===== src/rtl/issue_pkg.sv =====
// Shared types and field positions for the in-order issue scoreboard.
package issue_pkg;

    typedef enum logic [1:0] {
        EMPTY = 2'd0,
        CHECK = 2'd1,
        ISSUE = 2'd2
    } state_t;

    localparam int FLAG_RD  = 0;
    localparam int FLAG_RS1 = 1;
    localparam int FLAG_RS2 = 2;
    localparam int FLAG_IMM = 3;

    localparam int RD_LSB  = 7;
    localparam int RS1_LSB = 15;
    localparam int RS2_LSB = 20;

    localparam int CNT_W = 4;

endpackage


===== src/rtl/issue_scoreboard_regs.sv =====
// Pending-register bit vector and in-flight counter; exposes the view with the
// same-cycle writeback already applied so the issue decision sees it.
module scoreboard_regs
    import issue_pkg::*;
#(
    parameter int REGISTER_WIDTH = 5,
    parameter int MAX_INFLIGHT   = 4
) (
    input  logic                           clk,
    input  logic                           reset,
    input  logic                           set_en,
    input  logic [REGISTER_WIDTH-1:0]      set_idx,
    input  logic                           issue_en,
    input  logic                           clr_en,
    input  logic [REGISTER_WIDTH-1:0]      clr_idx,
    input  logic                           rel_en,
    input  logic                           rel_clr_en,
    input  logic [REGISTER_WIDTH-1:0]      rel_idx,
    output logic [(1<<REGISTER_WIDTH)-1:0] pending_avail,
    output logic                           full
);

    localparam int NREG = 1 << REGISTER_WIDTH;

    logic [NREG-1:0]  pending;
    logic [NREG-1:0]  pending_nxt;
    logic [NREG-1:0]  clr_vec;
    logic [CNT_W-1:0] inflight;
    logic [CNT_W-1:0] inflight_avail;
    logic [CNT_W-1:0] inflight_nxt;

    always_comb begin
        clr_vec = '0;
        if (clr_en) clr_vec[clr_idx] = 1'b1;
        pending_avail  = pending & ~clr_vec;
        inflight_avail = inflight - CNT_W'(clr_en && (inflight != '0));
        full           = (inflight_avail == CNT_W'(MAX_INFLIGHT));
    end

    // A new issue setting rd beats a writeback clearing the same rd.
    always_comb begin
        pending_nxt = pending_avail;
        if (rel_clr_en) pending_nxt[rel_idx] = 1'b0;
        if (set_en)     pending_nxt[set_idx] = 1'b1;
        pending_nxt[0] = 1'b0;

        inflight_nxt = inflight_avail;
        if (rel_en && (inflight_nxt != '0)) inflight_nxt = inflight_nxt - CNT_W'(1);
        if (issue_en)                       inflight_nxt = inflight_nxt + CNT_W'(1);
    end

    always_ff @(posedge clk) begin
        if (reset) begin
            pending  <= '0;
            inflight <= '0;
        end else begin
            pending  <= pending_nxt;
            inflight <= inflight_nxt;
        end
    end

endmodule


===== src/rtl/issue_scoreboard.sv =====
// In-order issue controller: holds one decoded instruction until its operands are free.
// Optional hazard stall counter enabled by defining ISSUE_STALL_COUNTER_EN.
//
// state | meaning
// EMPTY | no instruction held, decoder may hand one over
// CHECK | instruction held, waiting for operands and an in-flight slot
// ISSUE | instruction offered to execute (out_valid high)
module issue_scoreboard
    import issue_pkg::*;
#(
    parameter int INSTRUCTION_LENGTH = 32,
    parameter int REGISTER_WIDTH     = 5,
    parameter int FLAG_WIDTH         = 8,
    parameter int MAX_INFLIGHT       = 4
) (
    input  logic                          clk,
    input  logic                          reset,
    input  logic                          in_valid,
    output logic                          in_ready,
    input  logic [INSTRUCTION_LENGTH-1:0] in_instruction,
    input  logic [FLAG_WIDTH-1:0]         in_flag,
    output logic                          out_valid,
    input  logic                          out_ready,
    output logic [INSTRUCTION_LENGTH-1:0] out_instruction,
    output logic [FLAG_WIDTH-1:0]         out_flag,
    input  logic                          wb_valid,
    input  logic [REGISTER_WIDTH-1:0]     wb_rd,
    input  logic                          flush,
    output logic [31:0]                   stall_cycles
);

    localparam int NREG = 1 << REGISTER_WIDTH;

    state_t                        state;
    logic [INSTRUCTION_LENGTH-1:0] hold_instr;
    logic [FLAG_WIDTH-1:0]         hold_flag;
    logic [NREG-1:0]               pending_avail;
    logic                          full;
    logic                          hazard;
    logic                          issue_go;
    logic                          rel_en;
    logic [REGISTER_WIDTH-1:0]     rd;
    logic [REGISTER_WIDTH-1:0]     rs1;
    logic [REGISTER_WIDTH-1:0]     rs2;
    logic                          writes_rd;

    assign rd        = hold_instr[RD_LSB  +: REGISTER_WIDTH];
    assign rs1       = hold_instr[RS1_LSB +: REGISTER_WIDTH];
    assign rs2       = hold_instr[RS2_LSB +: REGISTER_WIDTH];
    assign writes_rd = hold_flag[FLAG_RD] && (rd != '0);

    assign hazard = (hold_flag[FLAG_RS1] & pending_avail[rs1])
                  | (hold_flag[FLAG_RS2] & pending_avail[rs2])
                  | (hold_flag[FLAG_RD]  & pending_avail[rd])
                  | full;

    assign issue_go = (state == CHECK) && !hazard && !flush;
    assign rel_en   = (state == ISSUE) && flush;

    scoreboard_regs #(
        .REGISTER_WIDTH (REGISTER_WIDTH),
        .MAX_INFLIGHT   (MAX_INFLIGHT)
    ) u_regs (
        .clk           (clk),
        .reset         (reset),
        .set_en        (issue_go && writes_rd),
        .set_idx       (rd),
        .issue_en      (issue_go),
        .clr_en        (wb_valid),
        .clr_idx       (wb_rd),
        .rel_en        (rel_en),
        .rel_clr_en    (rel_en && writes_rd),
        .rel_idx       (rd),
        .pending_avail (pending_avail),
        .full          (full)
    );

    always_comb begin
        in_ready = 1'b0;
        if (!reset && !flush) begin
            case (state)
                EMPTY:   in_ready = 1'b1;
                ISSUE:   in_ready = out_ready;
                default: in_ready = 1'b0;
            endcase
        end
    end

    always_ff @(posedge clk) begin
        if (reset) begin
            state      <= EMPTY;
            out_valid  <= 1'b0;
            hold_instr <= '0;
            hold_flag  <= '0;
        end else if (flush) begin
            state     <= EMPTY;
            out_valid <= 1'b0;
        end else begin
            case (state)
                EMPTY: begin
                    if (in_valid) begin
                        hold_instr <= in_instruction;
                        hold_flag  <= in_flag;
                        state      <= CHECK;
                    end
                end
                CHECK: begin
                    if (!hazard) begin
                        state     <= ISSUE;
                        out_valid <= 1'b1;
                    end
                end
                ISSUE: begin
                    if (out_ready) begin
                        out_valid <= 1'b0;
                        if (in_valid) begin
                            hold_instr <= in_instruction;
                            hold_flag  <= in_flag;
                            state      <= CHECK;
                        end else begin
                            state <= EMPTY;
                        end
                    end
                end
                default: begin
                    state     <= EMPTY;
                    out_valid <= 1'b0;
                end
            endcase
        end
    end

    assign out_instruction = hold_instr;
    assign out_flag        = hold_flag;

`ifdef ISSUE_STALL_COUNTER_EN
    logic [31:0] stall_q;

    always_ff @(posedge clk) begin
        if (reset) begin
            stall_q <= '0;
        end else if ((state == CHECK) && hazard && (stall_q != 32'hFFFF_FFFF)) begin
            stall_q <= stall_q + 32'd1;
        end
    end

    assign stall_cycles = stall_q;
`else
    assign stall_cycles = 32'd0;
`endif

endmodule


===== config.mk =====
export PLATFORM = sky130hd
export DESIGN_NAME = issue_scoreboard
export DESIGN_NICKNAME = d
export VERILOG_FILES = /design/src/rtl/issue_pkg.sv /design/src/rtl/issue_scoreboard_regs.sv /design/src/rtl/issue_scoreboard.sv
export SDC_FILE = /design/constraint.sdc
export NUM_CORES = 1
export LEC_CHECK = 0
export CORE_ASPECT_RATIO = 0.7
export CORE_UTILIZATION = 35
export DETAILED_ROUTE_END_ITERATION = 6
export DONT_BUFFER_PORTS = 1
export GPL_ROUTABILITY_DRIVEN = 0
export PLACE_DENSITY_LB_ADDON = 0.1
export SYNTH_ARGS = -nofsm -noshare
export SYNTH_HDL_FRONTEND = slang
export SYNTH_HIERARCHICAL = 1
export SYNTH_SLANG_ARGS = --single-unit

===== constraint.sdc =====
create_clock -name clk -period 4.6 [get_ports clk]
set_input_delay 0.69 -clock clk [delete_from_list [all_inputs] [get_ports clk]]
set_output_delay 0.69 -clock clk [all_outputs]
set_load 0.1 [all_outputs]

# --- Word-level counts from Yosys, hierarchy flattened ---
# Cells that the tools add are included.
totals:
  elab_cells: 89
  regBits: 79
  output_inout_bits: 74
  in_bits: 51
op_classes:
  bitwise: 13
  add_sub_neg: 3
  reduce_logical: 23
  mux: 31
  eq_ne: 6
  n_lt_le_gt_ge: 6
op_table:
  columns: ["op", "count"]
  rows:
  - ["32-bit 2-to-1 mux", 5]
  - ["32-bit AND", 2]
  - ["32-bit inverter", 2]
  - ["32-bit one-hot mux with 2 select lines", 1]
  - ["32-bit OR", 1]
  - ["5-bit by 6-bit < comparator with 1-bit output, second input constant", 4]
  - ["8-bit 2-to-1 mux", 2]
  - ["8-bit one-hot mux with 2 select lines", 1]
  - ["1-bit binary-select mux with 5-bit select", 3]
  - ["1-bit logical AND", 11]
  - ["1-bit demux with 5-bit select", 2]
  - ["5-bit by 1-bit greater-or-equal comparator with 1-bit output, second input constant", 2]
  - ["1-bit 2-to-1 mux", 9]
  - ["3-bit AND reduction", 3]
  - ["4-bit 2-to-1 mux", 2]
  - ["4-bit nonzero test", 2]
  - ["2-bit 2-to-1 mux", 3]
  - ["2-bit != test, second input constant", 3]
  - ["2-bit one-hot mux with 3 select lines", 1]
  - ["5-bit nonzero test", 1]
  - ["4-bit by 1-bit adder with 4-bit output, second input constant", 1]
  - ["4-bit by 3-bit equality test with 1-bit output, second input constant", 1]
  - ["4-bit by 1-bit subtractor with 4-bit output", 1]
  - ["4-bit by 1-bit subtractor with 4-bit output, second input constant", 1]
  - ["11 further kinds", 18]

# --- Logic depth before layout (Yosys ltp) ---
# Gate-level depths: netlist (run 1).
logic_depth:
  ltp_word: 18
  mapped_depth: 14
  depth_no_buf: 14

# --- Cells and area by module ---
# Netlist (run 1), hierarchy kept.
by_module_without_submodules:
  columns: ["module", "area_per_inst_um2", "seq_area_each_um2", "n_inst", "cells_per_inst"]
  rows:
  - ["issue_scoreboard", 2663.8, 860.8, 1, 300]
  - ["scoreboard_regs", 2004.4, 700.7, 1, 254]

# --- Least setup slack after synthesis (run 1) ---
# No wires, ideal clock.
synth_path:
  path_kind: "input -> register"
  from: "input wb_rd[0]"
  to: "register u_regs.pending[24]"
  required_time_ps: 4530
  arrival_time_ps: 3698
  cell_stages: 11
  path_slack_ps: 832
  setup_ps: 70
  path_buffers: 0
  path_cell_list: "or3b_2 > o21a_1 > mux4_1 > mux4_2 > and3b_1 > a41oi_2 > nand2_1 > nor4_2 > nor3b_1 > nand2_1 > a21oi_1"
synth_between:
  elab_chain_cells: 18
  elab_cells_between_ends: 28
  classes_between: "order compare: 2; mux: 11; bitwise: 10; reduce/logical: 5"
synth_rtl:
  columns: ["element", "line_no", "text"]
  rows:
  - ["start, declared", "issue_scoreboard.sv:27", "input logic [REGISTER_WIDTH-1:0] wb_rd,"]
  - ["5-bit by 6-bit < comparator with 1-bit output (not written as such) or 5-bit by 1-bit greater-or-equal comparator with 1-bit output (tied branches)", "issue_scoreboard_regs.sv:34", "if (clr_en) clr_vec[clr_idx] = 1'b1;"]
  - ["1-bit logical AND (not written as such)", "issue_scoreboard_regs.sv:34", null]
  - ["1-bit 2-to-1 mux (not written as such)", "issue_scoreboard_regs.sv:34", null]
  - ["1-bit demux with 5-bit select (*)", null, null]
  - ["32-bit 2-to-1 mux (*)", "issue_scoreboard_regs.sv:34", null]
  - ["32-bit inverter (*)", "issue_scoreboard_regs.sv:35", "pending_avail = pending & ~clr_vec;"]
  - ["32-bit AND (*)", "issue_scoreboard_regs.sv:35", null]
  - ["named net pending_avail[20]", "issue_scoreboard.sv:37", "logic [NREG-1:0] pending_avail;"]
  - ["[... 2 more ...]", null, null]
  - ["1-bit AND, on equally long branches", "issue_scoreboard.sv:52, issue_scoreboard.sv:53", null]
  - ["1-bit OR", "issue_scoreboard.sv:53", "| (hold_flag[FLAG_RS2] & pending_avail[rs2])"]
  - ["1-bit OR (*)", "issue_scoreboard.sv:54", "| (hold_flag[FLAG_RD] & pending_avail[rd])"]
  - ["1-bit OR (*)", "issue_scoreboard.sv:55", "| full;"]
  - ["1-bit logical NOT (*)", null, null]
  - ["1-bit logical AND (*) (2 in a row)", "issue_scoreboard.sv:57", "assign issue_go = (state == CHECK) && !hazard && !flush;"]
  - ["1-bit logical AND (*)", "issue_scoreboard.sv:66", ".set_en (issue_go && writes_rd),"]
  - ["32-bit 2-to-1 mux (*)", "issue_scoreboard_regs.sv:44", "if (set_en) pending_nxt[set_idx] = 1'b1;"]
  - ["end signal, assigned", "issue_scoreboard_regs.sv:57", "pending <= pending_nxt;"]
  - ["end, declared", "issue_scoreboard_regs.sv:25", "logic [NREG-1:0] pending;"]
# The timed path passes the listed nets; every way through them passes the cells marked *. The select of a mux whose other input is x is not followed.
# A chain may end at the register's enable or synchronous reset.

# --- Worst setup path in the final report (run 1) ---
layout_path:
  from: "input wb_rd[3]"
  to: "register u_regs.pending[17]"
# The elaborated chain is that of the path after synthesis.

==> results.cfg, run 1 <==
[run_status]
outcome = complete, no violations

[floorplan]
dieHeight_microns = 98.6
fp.dieW_microns = 140
die_area_sq_um = 13800
initial_core_util_pct = 36.7
std_cell_rows = 34
coreArea_sq_um = 12700
io_pins = 125

[route]
vias = 4008
viasPerCell = 5.59
antenna_left = 0
drt_pass1_iterations = 5
drcViolationCount = 0
drtIter0Drc = 294
wl_per_cell_microns = 18.6
wl_microns = 13300

[grt]
grt_max_degree = 77
antenna_found_initial = 0
grt_pass1_wl_microns = 21300
overflow = 0
grt_pass1_vias = 3882
grt.total_usage_pct = 20.1

[logic_synthesis]
yosys_warnings = 6
ys_seq_elements = 78
synth_ff_type = dfxtp_1
synthCells = 554
synth.distinct_cells = 54
synth-seq-area-share_pct = 33.4
synth.avg_cell_area_sq_um = 8.43
synth_edf_count = 0
async_reset_ff_share_pct = 0
netlist_area_sq_um = 4670

[clocking]
htreeDepth = 3
clock_latency_ns = 0.34
cts_buffers = 9
cts.sinks = 78
cts_resized = 0
clockBufferDepth = 2
cts_hold_buf = 0
clkTransAtPathRegs_ns = 0.06
root_buffer = clkbuf_16
cts_tree = built
post_cts_buffers = 0

[worst_setup_path]
r2r_end = u_regs/pending[17]
worstPathCellList = nor3b_1 > a21boi_0 > mux4_1 > mux4_2 > and3b_1 > a41oi_2 > nand2_1 > nor4_2 > and3b_1 > nand2_1 > a21oi_1
worstReg2RegStart = u_regs/inflight[1]
r2r_cells = 13
required_ns = 4.87
crit_slowest_cell = mux4_1
crit_buf_inv = 0
start_kind = input pin
path_class = in -> reg
critPathCaptureType = flop
regToRegSetupSlack_ns = 0.81
arrival_ns = 4.10
critPathMaxFanout = 8
max_stage_delay_ns = 0.55
path_delay_family = simple AND/OR/NAND/NOR gates

[cells_and_area]
layout.nets = 605
nFillCells = 1312
drive_gt1_share_pct = 11.9
area_growth_pct = 8.12
layout_common_cells = nand2_1 (126), a21oi_1 (73), dfxtp_1 (73), o21ai_0 (34), conb_1 (33)
final_common_cell = nand2_1
diodes = 0

[pwr]
irDropWorstVdd_mv = 0.169
power_density_nw_per_um2 = 399
leakagePower_nw = 1.71

[sta]
setup_tns_ns = 0
slew_headroom_pct = 22.3
finClkSkew_ns = 0.00620
rsz0062_at_grt = false
setup-violations-final = 0
fin_hold_ws_ns = 0.416
fin_crit_sh_pct = 83.2
tightest_slew_ns = 1.16
period_needed_ns = 3.83
max_freq_mhz = 261
finalHoldViolCount = 0
drv_slew = 0

[worst_hold_path]
hold_end = out_instruction[21]
hold_path_depth = 1
hold_path_class = in -> reg
min-delay-start = reset

[place]
hpwlAfterDp_microns = 9840
port_buffers = 0

[run]
drv_cap = 0
-- state kept, by name (all words and copies together) (netlist names) --
signal,count
out_instruction,32
u_regs/pending,31
out_flag,8
u_regs/inflight,4
state,2
out_valid,1
-- layer usage --
layer | GRT usage, % | vias to the layer above | wire length, microns
li1 | - | 1913 | -
met1 | 27.2 | 1922 | 6150
met2 | 30.8 | 155 | 5850
met3 | 6.17 | 18 | 1100
met4 | 6.09 | 0 | 220
met5 | 0 | - | 0
-- kinds of logic after synthesis --
family	count (synthesis)	share of synthesized area, %
flip-flops	78	33.4
adder cells (fa/ha/maj)	4	1.07
buffers and inverters	69	8.44
AO/OA/AOI/OAI	155	19.9
other	2	0.161
multiplexers	39	15.1
XOR/XNOR	6	1.29
AND/OR/NAND/NOR	201	20.7
-- worst reg2reg max path: cells and delay by family (launching register included) --
kind / cells / cell delay, ns
and+or+nand+nor: 5 / 1.27
AOI/OAI and AO/OA: 5 / 1.31
adders and majority gates: 3 / 0.80
DFF: 1 / 0.33
-- through the flow --
step | std cells | worst slack, ns | total power, W | util [%] | area (sq um)
6_report | 717 | 0.773 | 0.00201 | 39.7 | 5050
4_1_cts | 717 | 0.819 | 0.00203 | 39.7 | 5050
5_1_grt | 717 | 0.543 | 0.00211 | 39.7 | 5050
2_1_floorplan | 585 | 0.832 | 0.00126 | - | 4780
3_5_place_dp | 701 | 0.464 | 0.00130 | 37.3 | 4740
3_3_place_gp | 701 | 0.452 | 0.00129 | 37.3 | 4740
-- layout make-up --
class | count | area (sq um) | area share [%]
sequential | 78 | 1570 | 31.1
timing repair buffer | 15 | 113 | 2.23
tap | 162 | 203 | 4.02
multi-input combinational | 438 | 2830 | 56.0
clock buffer | 9 | 225 | 4.46
inverter | 8 | 30.0 | 0.595
clock inverter | 7 | 80.1 | 1.59
-- synthesized netlist by cell type, types with 3 or more instances --
cell,n,share of area (%)
a21boi_0,15,2.4
a21oi_1,73,7.8
and3_1,5,0.67
and3b_1,6,1.1
buf_1,3,0.24
buf_4,33,5.3
clkbuf_1,21,1.7
dfxtp_1,78,33
ha_1,4,1.1
inv_1,8,0.64
mux2i_1,14,3.0
mux4_1,6,3.4
mux4_2,17,8.2
nand2_1,126,10
nand3_1,8,0.86
nand3b_1,14,2.3
nor2_1,14,1.1
nor3_1,4,0.43
nor3b_1,8,1.3
o21a_1,17,2.7
o21ai_0,34,3.6
or3b_2,3,0.56
xnor2_1,3,0.56
-- how the worst max path moves through the flow --
stage / from / endpoint / slack, ns / cells past startpoint
floorplan: wb_rd[0] / u_regs/pending[24] / 0.83 / 11
global placement: wb_rd[2] / u_regs/inflight[3] / 0.45 / 11
detailed placement: wb_rd[3] / u_regs/inflight[3] / 0.46 / 11
CTS: wb_rd[3] / u_regs/inflight[3] / 0.82 / 11
global route: u_regs/inflight[1] / u_regs/pending[27] / 0.54 / 13
finish: wb_rd[3] / u_regs/pending[17] / 0.77 / 11
-- where the power goes --
group | switching, W | total (W) | internal [W]
Clock | 0.000303 | 0.000731 | 0.000429
Sequential | 0.000145 | 0.000849 | 0.000704
Combinational | 0.000304 | 0.000432 | 0.000127
Note: power is estimated with default switching activity, not from simulation.
==> run 2: changes to the inputs <==
==> constraint.sdc (replaced) <==
create_clock -name clk -period 3.25 [get_ports clk]
set_input_delay 0.4875 -clock clk [delete_from_list [all_inputs] [get_ports clk]]
set_output_delay 0.4875 -clock clk [all_outputs]
set_load 0.1 [all_outputs]
==> run 2 against run 1 <==
Compared with the run above: critical path type is now reg -> reg; critical endpoint is now u_regs/pending[8]; final cell count is 7.3% higher; the flow now finishes with violations (negative setup slack); clock skew is 0.0036 ns higher; largest power group unchanged; via count is 7.2% higher; hold slack worse by 0.20 ns; largest cell class unchanged; clock-buffer cell count is 1 higher.
==> results.cfg, run 2 (synthesized netlist as in run 1, its figures left out) <==
[cells_and_area]
nFillCells = 1254
seq_area_sq_um = 1570
largest_register_ffs = 32
layout_common_cells = nand2_1 (108), dfxtp_1 (72), buf_4 (60), a21oi_1 (50), o21ai_0 (34)
layout.nets = 656
drive_gt1_share_pct = 28.5
final_common_cell = nand2_1
area_growth_pct = 23.5
multiInputGateArea_sq_um = 3100
final_area_sq_um = 5770

[pwr]
power.internal_w = 0.00193
swShare_pct = 36.3
p_clk_share_pct = 35.0
total_power_w = 0.00303
power_frac_seq_pct = 38.1
pwr-share-comb_pct = 27.0
power_density_nw_per_um2 = 526
irDropWorstVdd_mv = 0.222
switchingPower_w = 0.00110
leakagePower_nw = 2.10

[sta]
setup_tns_ns = -1.59
max_freq_mhz = 300
drv_slew = 0
rsz0062_at_grt = true
period_needed_ns = 3.34
setup_ws_ns = -0.0877
finClkSkew_ns = 0.00977
setup-violations-final = 31
slew_headroom_pct = 33.8
fin_crit_sh_pct = 103
tightest_slew_ns = 0.991
finalHoldViolCount = 0

[grt]
overflow = 0
grt_max_degree = 77
grt_pass1_vias = 3978
grt_pass1_wl_microns = 22200
grt.total_usage_pct = 21.0
antenna_found_initial = 0

[floorplan]
fp.dieW_microns = 140
die_area_sq_um = 13800
coreArea_sq_um = 12700
initial_core_util_pct = 36.7
io_pins = 125
std_cell_rows = 34
dieHeight_microns = 98.6

[worst_setup_path]
critPathMaxFanout = 7
critPathCaptureType = flop
path_delay_family = compound AO/OA/AOI/OAI gates
required_ns = 3.53
worstPathCellList = o41a_1 > ha_2 > buf_6 > nor3b_4 > xnor2_2 > and3_4 > a311oi_2 > o211ai_1 > a311oi_2 > nand2_2 > nor4_4 > nor3b_4 > buf_6 > nand2_1 > a21oi_2
max_stage_delay_ns = 0.41
arrival_ns = 3.61
start_kind = flop
crit_slowest_cell = o41a_1
path_class = reg -> reg
crit_buf_inv = 2

[route]
drtIter0Drc = 290
vias = 4297
wl_per_cell_microns = 18.9
drt_pass1_iterations = 4
viasPerCell = 5.59
antenna_left = 0
wl_microns = 14500
drcViolationCount = 0

[place]
hpwlAfterDp_microns = 10400
port_buffers = 0
dpl_cell_area_sq_um = 5160

[clocking]
clockBufferDepth = 2
cts_buffers = 9
htreeDepth = 3
cts.sinks = 78
cts_tree = built
clkTransAtPathRegs_ns = 0.06
cts_hold_buf = 0
root_buffer = clkbuf_16
clock_latency_ns = 0.34

[run]
drv_cap = 0

[run_status]
outcome = finished, violations left
violations = negative setup slack

[worst_hold_path]
hold_path_class = in -> reg
run 2: cell count changes in the layout (fill, tap and decap cells not counted), moves of 3 or more:
cell,change
buf_4,+45
a21oi_1,-23
a21oi_2,+23
nand2_1,-18
nand2_2,+10
nand2_4,+8
buf_12,+3
buf_6,+3
ha_1,-3
run 2: area by class of cell:
class                           instances  share of cell area [%]
Antenna cell                            1                  0.0434
Multi-Input combinational cell        438                    53.7
Sequential cell                        78                    27.3
Inverter                                8                   0.521
Timing Repair Buffer                   66                    9.44
Tap cell                              162                    3.51
Clock inverter                          6                    1.17
Clock buffer                           10                    4.34
run 2: stage by stage:
| stage | worst slack [ns] | hold WS (ns) | util, % | instances |
|---|---|---|---|---|
| floorplan | -0.0670 | 0.553 | - | 585 |
| global placement | -0.409 | 0.518 | 40.6 | 749 |
| detailed placement | -0.427 | 0.534 | 40.6 | 749 |
| CTS | 0.0102 | 0.207 | 43.4 | 766 |
| global route | -0.240 | 0.199 | 45.3 | 768 |
| finish | -0.0877 | 0.218 | 45.3 | 769 |
run 2: path summary, 6_finish.rpt:
path	depth (start not counted)	end	start	slack, ns
worst max-delay path	15	u_regs/pending[8]	u_regs/inflight[1]	-0.09
worst min-delay path	1	out_instruction[24]	reset	0.22
worst max register to register	15	u_regs/pending[8]	u_regs/inflight[1]	-0.09
worst min register to register	2	out_flag[1]	out_flag[1]	0.56
run 2: what timing repair did:
action | CTS | global route
pin swaps | 3 | 21
endpoints found under the setup margin | 35 | 35
buffers inserted | 1 | 2
hold endpoints to repair | 0 | 0
resized for setup | 4 | 62
run 2: metal layers:
layer	track usage (%)	wire [microns]
met4	6.51	225
met1	28.7	6550
met3	6.32	1140
met5	0	0
met2	31.9	6590
run 2: power by group through the flow:
stage	combinational (W)	sequential [W]	clock (W)
3_3_place_gp	0.000747	0.00117	0
2_1_floorplan	0.000546	0.00124	0
3_5_place_dp	0.000760	0.00117	0
5_1_grt	0.000881	0.00116	0.00114
4_1_cts	0.000764	0.00115	0.00109
6_report	0.000817	0.00115	0.00106
==> run 3: changes to the inputs <==
--- a/config.mk
+++ b/config.mk
@@ -6,11 +6,14 @@
 export NUM_CORES = 1
 export LEC_CHECK = 0
 export CORE_ASPECT_RATIO = 0.7
+export CORE_MARGIN = 2
 export CORE_UTILIZATION = 35
 export DETAILED_ROUTE_END_ITERATION = 6
 export DONT_BUFFER_PORTS = 1
 export GPL_ROUTABILITY_DRIVEN = 0
+export GPL_TIMING_DRIVEN = 1
 export PLACE_DENSITY_LB_ADDON = 0.1
+export SLEW_MARGIN = 15
 export SYNTH_ARGS = -nofsm -noshare
 export SYNTH_HDL_FRONTEND = slang
 export SYNTH_HIERARCHICAL = 1
==> run 3 against run 2 <==
Compared with the run above: sequential share of layout area is 0.16 points lower; clock skew is 0.0014 ns lower; hold slack better by 0.0048 ns; clock-buffer cell count is 1 lower; highest routed layer unchanged; first-iteration DRC count is 9.3% lower; die area is 3.5% higher; via count is 1.4% lower; the flow still finishes with violations (negative setup slack); clock power is 5% higher; power is 1.7% higher; non-clock buffer count is 10 higher; register-to-register slack hardly changed.
==> results.cfg, run 3 (synthesized netlist as in run 1, its figures left out) <==
[run_status]
outcome = finished, violations left
violations = negative setup slack

[route]
wl_microns = 15000
vias = 4238
met2RoutedLength_microns = 6480
drt_pass1_iterations = 4
wl_met1_microns = 6940
highest_layer = met4
wl_per_cell_microns = 19.1
drtIter0Drc = 263
drcViolationCount = 0
antenna_left = 0
viasPerCell = 5.42
dr_wl_met3_microns = 1410

[sta]
setup_ws_ns = -0.0898
max_freq_mhz = 299
finalHoldViolCount = 0
rsz0062_at_grt = true
drv_slew = 0
period_needed_ns = 3.34
finClkSkew_ns = 0.00839
setup-violations-final = 34
tightest_slew_ns = 0.994
slew_headroom_pct = 33.7
fin_crit_sh_pct = 103

[worst_setup_path]
r2r_cells = 15
required_ns = 3.52
critPathMaxFanout = 4
cp_num_cells = 15
max_stage_delay_ns = 0.43
r2r_end = u_regs/pending[8]
worstPathCellList = o41a_1 > ha_2 > buf_6 > nor3b_4 > xnor2_2 > and3_4 > a311oi_2 > o211ai_1 > a311oi_2 > nand2_2 > nor4_4 > nor3b_4 > buf_6 > nand2_2 > a21oi_2
worstReg2RegStart = u_regs/inflight[2]
crit_buf_inv = 2
arrival_ns = 3.61
start_kind = flop
critPathCaptureType = flop
path_class = reg -> reg
path_delay_family = compound AO/OA/AOI/OAI gates
crit_slowest_cell = o41a_1
regToRegSetupSlack_ns = -0.09

[grt]
grt_pass1_wl_microns = 22800
grt_max_degree = 77
grt_pass1_vias = 4023
grt.total_usage_pct = 20.9
antenna_found_initial = 0
overflow = 0

[clocking]
cts_buffers = 9
htreeDepth = 3
clockBufferDepth = 2
cts.sinks = 78
cts_tree = built
clkTransAtPathRegs_ns = 0.06
root_buffer = clkbuf_16
clock_latency_ns = 0.34

[floorplan]
io_pins = 125
std_cell_rows = 35
dieHeight_microns = 101
initial_core_util_pct = 35.7
fp.dieW_microns = 142
coreArea_sq_um = 13100
die_area_sq_um = 14300

[worst_hold_path]
min-delay-start = reset
hold_path_depth = 1
hold_end = out_instruction[29]
hold_path_class = in -> reg

[pwr]
power_density_nw_per_um2 = 532
leakagePower_nw = 2.16
total_power_w = 0.00308
irDropWorstVdd_mv = 0.289

[cells_and_area]
area_growth_pct = 24.3
final_common_cell = nand2_1
final_util_pct = 44.3
layout_common_cells = nand2_1 (110), dfxtp_1 (72), buf_4 (69), a21oi_1 (57), o21ai_0 (34)
layout.nets = 666
nFillCells = 1286
drive_gt1_share_pct = 28.1
largest_register_ffs = 32
diodes = 0

[run]
drv_cap = 0

[place]
hpwlAfterDp_microns = 10900
port_buffers = 0
-- run 3: through the flow --
step | instance area [sq um] | setup TNS [ns] | instances | setup WS (ns) | hold WS [ns]
2_1_floorplan | 4840 | -1.03 | 585 | -0.0670 | 0.553
3_3_place_gp | 5200 | -9.99 | 759 | -0.351 | 0.520
3_5_place_dp | 5200 | -13.73 | 759 | -0.482 | 0.526
4_1_cts | 5590 | -0.122 | 778 | -0.0279 | 0.209
5_1_grt | 5800 | -6.13 | 782 | -0.246 | 0.206
6_report | 5800 | -1.77 | 782 | -0.0898 | 0.223
-- run 3: worst max-delay path by stage --
| stage | from | to |
|---|---|---|
| 2_1_floorplan | wb_rd[0] | u_regs/pending[6] |
| 3_3_place_gp | wb_rd[0] | u_regs/pending[8] |
| 3_5_place_dp | wb_rd[0] | u_regs/pending[8] |
| 4_1_cts | u_regs/inflight[2] | u_regs/pending[6] |
| 5_1_grt | u_regs/inflight[2] | u_regs/pending[24] |
| 6_report | u_regs/inflight[2] | u_regs/pending[8] |
-- run 3: timing repair --
item,4_1_cts,5_1_grt
pin swaps,13,13
hold buffers,0,0
buffers inserted,3,4
setup endpoints to repair,35,35
gates resized for setup,9,46
-- run 3: layout make-up --
| type | count | area (sq um) | area share [%] |
|---|---|---|---|
| inverter | 8 | 30.0 | 0.518 |
| sequential | 78 | 1570 | 27.1 |
| clock inverter | 7 | 96.3 | 1.66 |
| clock buffer | 9 | 225 | 3.88 |
| timing repair buffer | 76 | 618 | 10.7 |
| tap | 166 | 208 | 3.58 |
| multi-input combinational | 438 | 3050 | 52.6 |
-- run 3: per-layer routing --
metal  global-route usage (%)  up-vias
met3                     6.13       12
li1                         -     2031
met1                     30.4     2045
met2                     30.5      150
met4                     4.69        0
met5                        0        -
-- run 3: worst reg2reg max path, cell delays in order (launching register included) --
cell and delay (ns):
dfxtp_2 0.32, o41a_1 0.43, ha_2 0.23, buf_6 0.12
nor3b_4 0.15, xnor2_2 0.14, and3_4 0.16, a311oi_2 0.25
o211ai_1 0.15, a311oi_2 0.27, nand2_2 0.13, nor4_4 0.26
nor3b_4 0.29, buf_6 0.16, nand2_2 0.05, a21oi_2 0.15
-- run 3: power by group --
part / total (W) / leakage [nW] / switching, W / internal (W)
Combinational: 0.000828 / 1.36 / 0.000535 / 0.000293
Sequential: 0.00115 / 0.636 / 0.000153 / 0.000997
Clock: 0.00111 / 0.160 / 0.000428 / 0.000677
Total: 0.00308 / 2.16 / 0.00112 / 0.00197
